[config.mk]
export PLATFORM = sky130hd
export DESIGN_NAME = spmi
export DESIGN_NICKNAME = d
export VERILOG_FILES = /design/src/rtl/spmi_pkg.sv /design/src/rtl/spmi_sync.sv /design/src/rtl/spmi.sv
export SDC_FILE = /design/constraint.sdc
export NUM_CORES = 1
export LEC_CHECK = 0
export ABC_AREA = 1
export BUFFER_PORTS_ARGS = -buffer_cell sky130_fd_sc_hd__buf_2
export CORE_MARGIN = 5
export CORE_UTILIZATION = 58
export CTS_CLUSTER_DIAMETER = 60
export DETAILED_ROUTE_END_ITERATION = 16
export PLACE_DENSITY = 0.78
export SLEW_MARGIN = 20
export SYNTH_ARGS = -nofsm -noshare
export SYNTH_HDL_FRONTEND = slang
export SYNTH_HIERARCHICAL = 1
export SYNTH_SLANG_ARGS = --single-unit
[constraint.sdc]
create_clock -name sysclk -period 2 [get_ports sysclk]
set_input_delay 0.4 -clock sysclk [delete_from_list [all_inputs] [get_ports sysclk]]
set_output_delay 0.4 -clock sysclk [all_outputs]
set_load 0.02 [all_outputs]
[src/rtl/spmi_pkg.sv]
`timescale 1ns / 100ps
// spmi_pkg: shared constants and types for the SPMI receiver front-end.
//   FRAME_BITS        - bits per received frame (SA + command + parity)
//   SA_*, CMD_*, PAR  - field positions inside the 13-bit packet
//   state_e           - receiver FSM states
package spmi_pkg;

    localparam int unsigned FRAME_BITS = 13;

    localparam int unsigned SA_MSB  = 12;
    localparam int unsigned SA_LSB  = 9;
    localparam int unsigned CMD_MSB = 8;
    localparam int unsigned CMD_LSB = 1;
    localparam int unsigned PAR_BIT = 0;

    typedef enum logic [1:0] {
        IDLE,
        SSC_HI,
        RECV
    } state_e;

endpackage

[src/rtl/spmi_sync.sv]
`timescale 1ns / 100ps
// spmi_sync: SYNC_STAGES-deep flip-flop synchronizer for one asynchronous bit.
//   clk   - destination clock
//   rst_n - asynchronous active-low reset, clears every stage
//   d     - asynchronous input
//   q     - synchronized output
module spmi_sync #(
    parameter int unsigned SYNC_STAGES = 2
) (
    input  logic clk,
    input  logic rst_n,
    input  logic d,
    output logic q
);

    logic [SYNC_STAGES-1:0] stages_q;

    always_ff @(posedge clk or negedge rst_n) begin
        if (!rst_n) begin
            stages_q <= '0;
        end else begin
            stages_q[0] <= d;
            for (int i = 1; i < SYNC_STAGES; i++) begin
                stages_q[i] <= stages_q[i-1];
            end
        end
    end

    assign q = stages_q[SYNC_STAGES-1];

endmodule

[src/rtl/spmi.sv]
`timescale 1ns / 100ps
// spmi: SPMI bus receiver front-end. Oversamples spmiclk/spmidat in the sysclk
// domain, detects the Sequence Start Condition and shifts in one 13-bit frame
// (SA[3:0], command[7:0], parity), then hands it to a single holding register.
//   sysclk   - system clock
//   reset    - asynchronous active-low reset
//   spmiclk  - SPMI clock (asynchronous)
//   spmidat  - SPMI data (asynchronous)
//   fetched  - one-cycle consumer acknowledge, releases the holding register
//   packet   - held frame, MSB first as received
//   valid    - packet holds an unconsumed frame
//   overflow - a completed frame was dropped because packet was still full
module spmi
    import spmi_pkg::*;
#(
    parameter int unsigned SYNC_STAGES = 2,
    parameter int unsigned TIMEOUT     = 64
) (
    input  logic                  sysclk,
    input  logic                  reset,
    input  logic                  spmiclk,
    input  logic                  spmidat,
    input  logic                  fetched,
    output logic [FRAME_BITS-1:0] packet,
    output logic                  valid,
    output logic                  overflow
);

    localparam int unsigned TW = $clog2(TIMEOUT + 1);

    logic clk_s, dat_s;
    logic clk_prev_q, dat_prev_q;
    logic clk_rise, dat_rise, dat_fall;

    state_e                state_q, state_d;
    logic [FRAME_BITS-1:0] shift_q, shift_d;
    logic [3:0]            bit_cnt_q, bit_cnt_d;
    logic [TW-1:0]         timer_q, timer_d;
    logic                  frame_done;

    logic [FRAME_BITS-1:0] packet_q, packet_d;
    logic                  valid_q, valid_d;
    logic                  overflow_q, overflow_d;

    spmi_sync #(.SYNC_STAGES(SYNC_STAGES)) u_sync_clk (
        .clk   (sysclk),
        .rst_n (reset),
        .d     (spmiclk),
        .q     (clk_s)
    );

    spmi_sync #(.SYNC_STAGES(SYNC_STAGES)) u_sync_dat (
        .clk   (sysclk),
        .rst_n (reset),
        .d     (spmidat),
        .q     (dat_s)
    );

    assign clk_rise = clk_s & ~clk_prev_q;
    assign dat_rise = dat_s & ~dat_prev_q;
    assign dat_fall = ~dat_s & dat_prev_q;

    // Receiver FSM, shifter and mid-frame timeout
    always_comb begin
        state_d    = state_q;
        shift_d    = shift_q;
        bit_cnt_d  = bit_cnt_q;
        timer_d    = timer_q;
        frame_done = 1'b0;
        unique case (state_q)
            IDLE: begin
                if (dat_rise && !clk_s) begin
                    state_d = SSC_HI;
                end
            end
            SSC_HI: begin
                // A clock edge before data falls means a malformed SSC
                if (clk_rise) begin
                    state_d = IDLE;
                end else if (dat_fall && !clk_s) begin
                    state_d   = RECV;
                    shift_d   = '0;
                    bit_cnt_d = '0;
                    timer_d   = '0;
                end
            end
            RECV: begin
                if (clk_rise) begin
                    shift_d   = {shift_q[FRAME_BITS-2:0], dat_s};
                    bit_cnt_d = bit_cnt_q + 4'd1;
                    timer_d   = '0;
                    if (bit_cnt_q == 4'(FRAME_BITS - 1)) begin
                        frame_done = 1'b1;
                        state_d    = IDLE;
                    end
                end else if (timer_q == TW'(TIMEOUT - 1)) begin
                    // Partial frame is silently discarded
                    state_d = IDLE;
                end else begin
                    timer_d = timer_q + 1'b1;
                end
            end
            default: state_d = IDLE;
        endcase
    end

    // Holding register; fetched on the completion cycle frees the slot first
    always_comb begin
        packet_d   = packet_q;
        valid_d    = valid_q;
        overflow_d = overflow_q;
        if (frame_done) begin
            if (!valid_q || fetched) begin
                packet_d   = shift_d;
                valid_d    = 1'b1;
                overflow_d = 1'b0;
            end else begin
                overflow_d = 1'b1;
            end
        end else if (fetched && valid_q) begin
            valid_d    = 1'b0;
            overflow_d = 1'b0;
        end
    end

    always_ff @(posedge sysclk or negedge reset) begin
        if (!reset) begin
            clk_prev_q <= 1'b0;
            dat_prev_q <= 1'b0;
            state_q    <= IDLE;
            shift_q    <= '0;
            bit_cnt_q  <= '0;
            timer_q    <= '0;
            packet_q   <= '0;
            valid_q    <= 1'b0;
            overflow_q <= 1'b0;
        end else begin
            clk_prev_q <= clk_s;
            dat_prev_q <= dat_s;
            state_q    <= state_d;
            shift_q    <= shift_d;
            bit_cnt_q  <= bit_cnt_d;
            timer_q    <= timer_d;
            packet_q   <= packet_d;
            valid_q    <= valid_d;
            overflow_q <= overflow_d;
        end
    end

    assign packet   = packet_q;
    assign valid    = valid_q;
    assign overflow = overflow_q;

endmodule

==> results.cfg, run 1 <==
[final_layout]
fin_cells = 322
drive_gt1_frac = 0.197
final_core_util = 0.658
mostFrequentLayoutCell = nand2_1
syn_to_final_growth_pct = 10.7
nets = 285
num_antenna_cells = 0
final_cell_mix = 111 x nand2_1, 47 x dfrtp_1, 19 x buf_2

[power_and_ir_drop]
total_power_mw = 2.10
p_leak_nw = 1.32
vdd_drop_max_v = 0.000731
powerDensity_nw_per_um2 = 873

[setup_path]
end_kind = flip-flop
reg2reg_depth = 8
max_stage_delay_ns = 0.40
crit_arrival_ns = 1.91
required_ns = 2.24
crit_fanout = 13
cp_cell_sequence = inv_1 > ha_1 > nand2_2 > nor2_4 > nand2_2 > nand2_1 > nand2_1 > nand2_1
cp_top_family = simple AND/OR/NAND/NOR gates
worstSetupPathType = reg2reg
start_kind = flip-flop
cp_slowest_cell = dfrtp_1
crit_cells = 8
crit_top_cell = nand2_1
worst-path-buf-inv = 1

[timing]
skew_ns = 0.00400
fin_crit_ns = 1.67
drv_slew = 0
setup_violations = 0
relSlewSlack = 0.624
fmax_mhz = 600
hold_violations = 0
fin_crit_sh = 0.834
worstMarginPinSlew_ns = 0.565
tns_ns = 0
grt_setup_unrepaired = false

[route]
drtIter0Drc = 119
vias = 1553
final_antenna_net_count = 0
via_per_inst = 4.82
drt-pass1-iter-count = 4
wl_per_cell_um = 11.4
wl_mm = 3.68
drc = 0

[place]
dp.cells = 314
io_buffers = 19
hpwl_mm = 2.66
place_congestion = 0.851

[yosys]
netlist_area_um2 = 2180
synth_flop_cell = dfrtp_1
yosysWarnings = 6
ys_seq_area_frac = 0.541
avgSynthCellArea_um2 = 8.74
synth.ff_latch_count = 47
ys_types = 24
synth_nets = 261
synth_edf_count = 0
synthArstFlopShare = 1.00
synthCells = 249

[grt]
antenna_found_initial = 0
grt_remaining_overflow = 0
grt_pass1_vias = 1473
grt_max_degree = 26
grt_usage = 0.166
grt_pass1_wl_mm = 6.57

[run]
cap_viol_max_count = 0

[floorplan]
die_x_um = 71.3
core_area_um2 = 3660
start_util = 0.594
num_rows = 22
die_h_um = 71.3
io_pins = 20
dieArea_um2 = 5080

[clocking]
clk_pin_slew_ns = 0.08
cts_made_buffers = 5
cts_buffer_depth = 2
hold_buffers = 0
cts.sinks = 47
root_buffer = clkbuf_8
post_cts_resized = 0
post_cts_buffers = 0
htree_num_levels = 2
cts_tree = yes
insertion_delay_ns = 0.30

[min_path]
hold_class = in2async

[run_status]
status = complete, no violations
per-layer routing:
metal,track usage,vias to the layer above,share of wire
met1,0.235,707,0.49
li1,-,815,-
met2,0.238,24,0.45
met3,0.0547,7,0.044
met5,0,-,0
met4,0.0626,0,0.018
cell usage after synthesis (all sizes together) (2+ instances only):
cell type	instances	share of area
o21ai	11	0.032
nand4	3	0.0086
dfrtp	47	0.54
nand2	125	0.23
buf	5	0.024
nand3	9	0.025
a21oi	2	0.0046
xor2	3	0.012
o21bai	2	0.0069
ha	7	0.040
inv	20	0.035
nor2	12	0.032
report_power, final:
group / internal (mW) / switching, mW / total (mW)
registers: 1.00 / 0.0494 / 1.05
logic: 0.143 / 0.321 / 0.464
clock network: 0.283 / 0.305 / 0.589
total: 1.43 / 0.676 / 2.10
cell families after synthesis:
kind of cell,count (synthesis),synth area share
buf+inv,26,0.0604
compound gates,16,0.0466
flops,47,0.541
xor+xnor,3,0.0121
simple gates,150,0.300
fa+ha+maj,7,0.0403
final cells by class:
cell class	instances	area, um2
fillers	299	1250
clock buffers	7	86.3
clock inverters	1	8.76
repair buffers	22	130
well taps	48	60.1
flip-flops and latches	47	1180
inverters	21	78.8
multi-input cells	176	868
sequential cells by signal (all words and copies together), names as in the netlist:
signal               cells
bit_cnt_q                4
clk_prev_q               1
dat_prev_q               1
overflow                 1
packet                  13
shift_q                 13
state_q                  2
timer_q                  7
u_sync_clk/stages_q      2
u_sync_dat/stages_q      2
valid                    1
stage by stage:
| step | hold WS (ns) | worst slack (ns) | instance area [um2] |
|---|---|---|---|
| 6_report | 0.0844 | 0.333 | 2410 |
| 5_1_grt | 0.133 | 0.126 | 2410 |
| 4_1_cts | 0.0992 | 0.320 | 2410 |
| 3_5_place_dp | 0.351 | 0.342 | 2310 |
| 3_3_place_gp | 0.333 | 0.419 | 2310 |
| 2_1_floorplan | 0.104 | 0.563 | 2180 |
final timing paths:
path                                         from  slack, ns                endpoint
min reg2reg                u_sync_dat/stages_q[0]       0.37  u_sync_dat/stages_q[1]
min                                         reset       0.08            bit_cnt_q[1]
max reg2reg                            state_q[0]       0.33               packet[5]
max in group asynchronous                   reset       1.40              timer_q[1]
max                                    state_q[0]       0.33               packet[5]
min in group sysclk                       spmiclk       0.20  u_sync_clk/stages_q[0]
Power figures use the tool's default switching activity.
==> run 2, diff against run 1 <==
- CORE_UTILIZATION: 58 -> 52
- PLACE_DENSITY: 0.78 -> 0.74
- clock period: 2 -> 1.37 ns (I/O delays scaled with it)
==> run 2 against run 1 <==
Effect of this change: the run now ends with negative setup slack left; worst setup slack worse by 0.47 ns; first-iteration DRC count up 37%; worst hold slack worse by 0.0021 ns; sequential cell count unchanged; global-route usage up 2.1 points; wire length up 34%; clock power up 38%; critical endpoint is now timer_q[1]; largest power group is now combinational logic.
==> results.cfg, run 2 (synthesis gave the netlist of run 1 again) <==
[run_status]
status = finished, violations left
failed_checks = negative setup slack

[place]
hpwl_mm = 2.73
io_buffers = 19
place_congestion = 0.808

[setup_path]
worstSetupPathType = reg2reg
cp_top_family = flip-flops
cp_slowest_cell = dfrtp_1
crit_arrival_ns = 1.74
crit_top_cell = nand2_1
start_kind = flip-flop
max_stage_delay_ns = 0.43
worst-path-buf-inv = 2
cp_cell_sequence = inv_2 > ha_4 > inv_4 > o21ai_4 > nand2_1 > nor2_2 > nand2_1 > nand2_1
crit_fanout = 5
end_kind = flip-flop
required_ns = 1.60

[timing]
hold_ws_ns = 0.0824
fin_crit_sh = 1.10
hold_violations = 0
fin_crit_ns = 1.51
worstMarginPinSlew_ns = 0.301
fmax_mhz = 664
setup_violations = 26
relSlewSlack = 0.799
tns_ns = -1.76
drv_slew = 0
skew_ns = 0.00856
grt_setup_unrepaired = true
fin_ws_ns = -0.136

[route]
vias = 1820
drtIter0Drc = 163
via_per_inst = 5.08
wl_mm = 4.94
wl_per_cell_um = 13.8
drc = 0
drt-pass1-iter-count = 4
final_antenna_net_count = 0

[clocking]
cts.sinks = 47
cts_buffer_depth = 2
cts_tree = yes
root_buffer = clkbuf_8
clk_pin_slew_ns = 0.08
htree_num_levels = 2
insertion_delay_ns = 0.30
cts_made_buffers = 5

[floorplan]
io_pins = 20
core_area_um2 = 4030
die_x_um = 74.7
start_util = 0.540
dieArea_um2 = 5580
die_h_um = 74.7
num_rows = 23

[final_layout]
syn_to_final_growth_pct = 33.1
num_antenna_cells = 0
final_cell_mix = 89 x nand2_1, 47 x dfrtp_1, 31 x nand2_2
mostFrequentLayoutCell = nand2_1
nets = 319
drive_gt1_frac = 0.399

[min_path]
hold_class = in2reg

[grt]
grt_usage = 0.186
grt_use_met2 = 0.300
grt_remaining_overflow = 0
grt_pass1_vias = 1672
grt_pass1_wl_mm = 7.91
use_met3 = 0.0334
antenna_found_initial = 0
use_met1 = 0.258
grt_max_degree = 48
grt.busiest_layer = met2

[power_and_ir_drop]
p_leak_nw = 1.53
vdd_drop_max_v = 0.000830
total_power_mw = 3.84
powerDensity_nw_per_um2 = 1330

[run]
cap_viol_max_count = 0
[run 2: changes by cell type in the layout (fill, tap and decap cells not counted), sizes merged]
cell         before  now
buf              22   53
clkbuf            7    6
nand3             9   10
o21ai            11   12
clkinvlp          0    1
dlygate4sd3       0    1
[run 2: timing repair]
action | in CTS | in global routing
gates resized for setup | 37 | 23
pin swaps | 16 | 22
hold buffers | 1 | 0
cloned | 3 | 0
endpoints found under the hold margin | 47 | 0
setup endpoints to repair | 30 | 39
setup buffers | 8 | 8
[run 2: worst paths after layout]
kind / from / to / slack, ns / depth (start not counted)
max: state_q[1] / timer_q[1] / -0.14 / 8
min: spmiclk / u_sync_clk/stages_q[0] / 0.08 / 1
max reg2reg: state_q[1] / timer_q[1] / -0.14 / 8
min reg2reg: u_sync_clk/stages_q[0] / u_sync_clk/stages_q[1] / 0.35 / 0
max in group asynchronous: reset / state_q[1] / 0.68 / 3
min in group asynchronous: reset / bit_cnt_q[2] / 0.47 / 3
[run 2: layout make-up]
class | instances | area [um2]
clock buffers | 6 | 72.6
multi-input cells | 178 | 1080
clock inverters | 2 | 12.5
fillers | 280 | 1130
flip-flops and latches | 47 | 1180
repair buffers | 54 | 410
well taps | 50 | 62.6
inverters | 21 | 83.8
[run 2: metrics by stage]
step	std cells	setup slack (ns)	cell area (um2)	utilization
5_1_grt	358	-0.266	2900	0.719
6_report	358	-0.136	2900	0.719
2_1_floorplan	249	-0.00352	2210	-
3_5_place_dp	332	-0.118	2480	0.616
4_1_cts	352	-0.0532	2800	0.696
3_3_place_gp	332	-0.0713	2480	0.616
[run 2: layer usage]
metal  part of all wire  up-vias
met5                  0        -
met4              0.031        0
met3              0.052       16
met2               0.49       55
met1               0.43      861
li1                   -      888
[run 2: power breakdown]
group / leakage, nW / total [mW] / internal (mW) / switching [mW]
combinational: 0.851 / 1.52 / 0.661 / 0.854
clock: 0.0412 / 0.813 / 0.357 / 0.455
sequential: 0.638 / 1.51 / 1.46 / 0.0533
==> run 3, diff against run 2 <==
--- a/config.mk
+++ b/config.mk
@@ -14,2 +14,3 @@
 export PLACE_DENSITY = 0.74
+export REMOVE_ABC_BUFFERS = 1
 export SLEW_MARGIN = 20
--- a/constraint.sdc
+++ b/constraint.sdc
@@ -3,2 +3,2 @@
 set_output_delay 0.274 -clock sysclk [all_outputs]
-set_load 0.02 [all_outputs]
+set_load 0.05 [all_outputs]
==> run 3 against run 2 <==
Effect of this change: the run still ends with negative setup slack left; power grew 4.6%; register-to-register slack gained 0.03 ns; worst setup slack gained 0.031 ns; sequential share of layout area shrank 0.89 points; clock power grew 27%; largest cell class unchanged; largest power group is now sequential cells.
==> results.cfg, run 3 (synthesis gave the netlist of run 1 again) <==
[timing]
fin_crit_ns = 1.48
setup_violations = 26
fmax_mhz = 678
relSlewSlack = 0.774
skew_ns = 0.00759
drv_slew = 0
hold_violations = 0
worstMarginPinSlew_ns = 0.336
fin_ws_ns = -0.105
grt_setup_unrepaired = true
fin_crit_sh = 1.08

[clocking]
cts_made_buffers = 5
cts.sinks = 47
clk_pin_slew_ns = 0.09
root_buffer = clkbuf_8
htree_num_levels = 2
insertion_delay_ns = 0.30
cts_buffer_depth = 2
cts_tree = yes

[final_layout]
mostFrequentLayoutCell = nand2_1
syn_to_final_growth_pct = 36.1
nets = 322
final_cell_mix = 97 x nand2_1, 47 x dfrtp_1, 32 x buf_4
drive_gt1_frac = 0.386
fin_cells = 361
num_antenna_cells = 0

[route]
wl_per_cell_um = 13.6
drt-pass1-iter-count = 4
drtIter0Drc = 91
drc = 0
via_per_inst = 4.99
final_antenna_net_count = 0
wl_mm = 4.91
vias = 1802

[setup_path]
worstSetupPathType = reg2reg
crit_fanout = 6
end_kind = flip-flop
required_ns = 1.57
start_kind = flip-flop
crit_arrival_ns = 1.68

[place]
hpwl_mm = 2.79
io_buffers = 19
place_congestion = 0.819
dp.cells = 335
dp_slack_ns = -0.183

[power_and_ir_drop]
p_int_mw = 2.67
powerDensity_nw_per_um2 = 1360
combinationalPowerShare = 0.367
p_leak_nw = 1.55
swShare = 0.335
power.share.sequential = 0.376
power_switching_mw = 1.35
vdd_drop_max_v = 0.00103
pwr-share-clk = 0.257

[min_path]
hold_class = in2reg

[floorplan]
start_util = 0.540
io_pins = 20
die_x_um = 74.7
dieArea_um2 = 5580
num_rows = 23
die_h_um = 74.7
core_area_um2 = 4030

[grt]
antenna_found_initial = 0
grt_usage = 0.199
grt_pass1_vias = 1814
grt_max_degree = 48
grt_remaining_overflow = 0
grt_pass1_wl_mm = 8.31

[run_status]
status = finished, violations left
failed_checks = negative setup slack

[run]
cap_viol_max_count = 0
## run 3: changes by cell type in the layout (fill, tap and decap cells not counted), sizes merged
cell / previous run / this run
buf: 53 / 57
bufinv: 0 / 1
clkbuf: 6 / 5
clkinv: 2 / 1
inv: 20 / 21
nand3: 10 / 9
## run 3: cell type report
type,instances,area [um2]
inverter,21,86.3
clock buffer,5,68.8
fill,267,1070
tap,50,62.6
timing repair buffer,58,455
clock inverter,3,46.3
multi-input combinational,177,1060
sequential,47,1180
## run 3: path summary, 6_finish.rpt
check	start	end	slack (ns)	cells past startpoint
setup / recovery	state_q[1]	bit_cnt_q[3]	-0.11	9
hold / removal	spmidat	u_sync_dat/stages_q[0]	0.08	1
setup reg to reg	state_q[1]	bit_cnt_q[3]	-0.11	9
hold reg to reg	u_sync_dat/stages_q[0]	u_sync_dat/stages_q[1]	0.35	0
max in group asynchronous	reset	state_q[1]	0.67	3
min in group asynchronous	reset	bit_cnt_q[2]	0.46	3
## run 3: what timing repair did
item	CTS	global route
cloned	2	0
hold buffers	1	0
gates resized for setup	38	16
pin swaps	15	4
hold endpoints to repair	47	0
endpoints found under the setup margin	40	39
setup buffers	9	6
## run 3: through the flow
step	hold WS [ns]	power, mW	util	setup TNS (ns)	area [um2]
6_report	0.0764	4.02	0.735	-1.47	2960
5_1_grt	0.0634	4.28	0.735	-4.53	2960
4_1_cts	0.0724	3.88	0.708	-0.914	2850
3_5_place_dp	0.277	2.42	0.613	-4.51	2470
3_3_place_gp	0.275	2.39	0.613	-2.41	2470
2_1_floorplan	-0.0216	2.05	-	-4.94	2120
## run 3: layer usage
layer	part of all wire	track usage	vias to the layer above	wire length, um
met3	0.034	0.0507	16	169
met1	0.42	0.233	857	2050
met5	0	0	-	0
met2	0.51	0.334	41	2510
met4	0.038	0.111	0	185
li1	-	-	888	-
## run 3: power by group through the flow
stage	sequential, mW	combinational [mW]	clock [mW]
finish	1.51	1.48	1.03
global placement	1.53	0.867	0
global route	1.52	1.63	1.13
CTS	1.51	1.32	1.05
detailed placement	1.53	0.888	0
floorplan	1.55	0.508	0
## run 3: worst max-delay path, stage by stage (launching register included)
cell and delay, ns:
dfrtp_1 0.41, buf_4 0.15, ha_4 0.20, nand2_2 0.10, o21ai_4 0.07, buf_12 0.14
nand2_4 0.08, clkinv_1 0.10, nand2_1 0.07, nand2_1 0.05
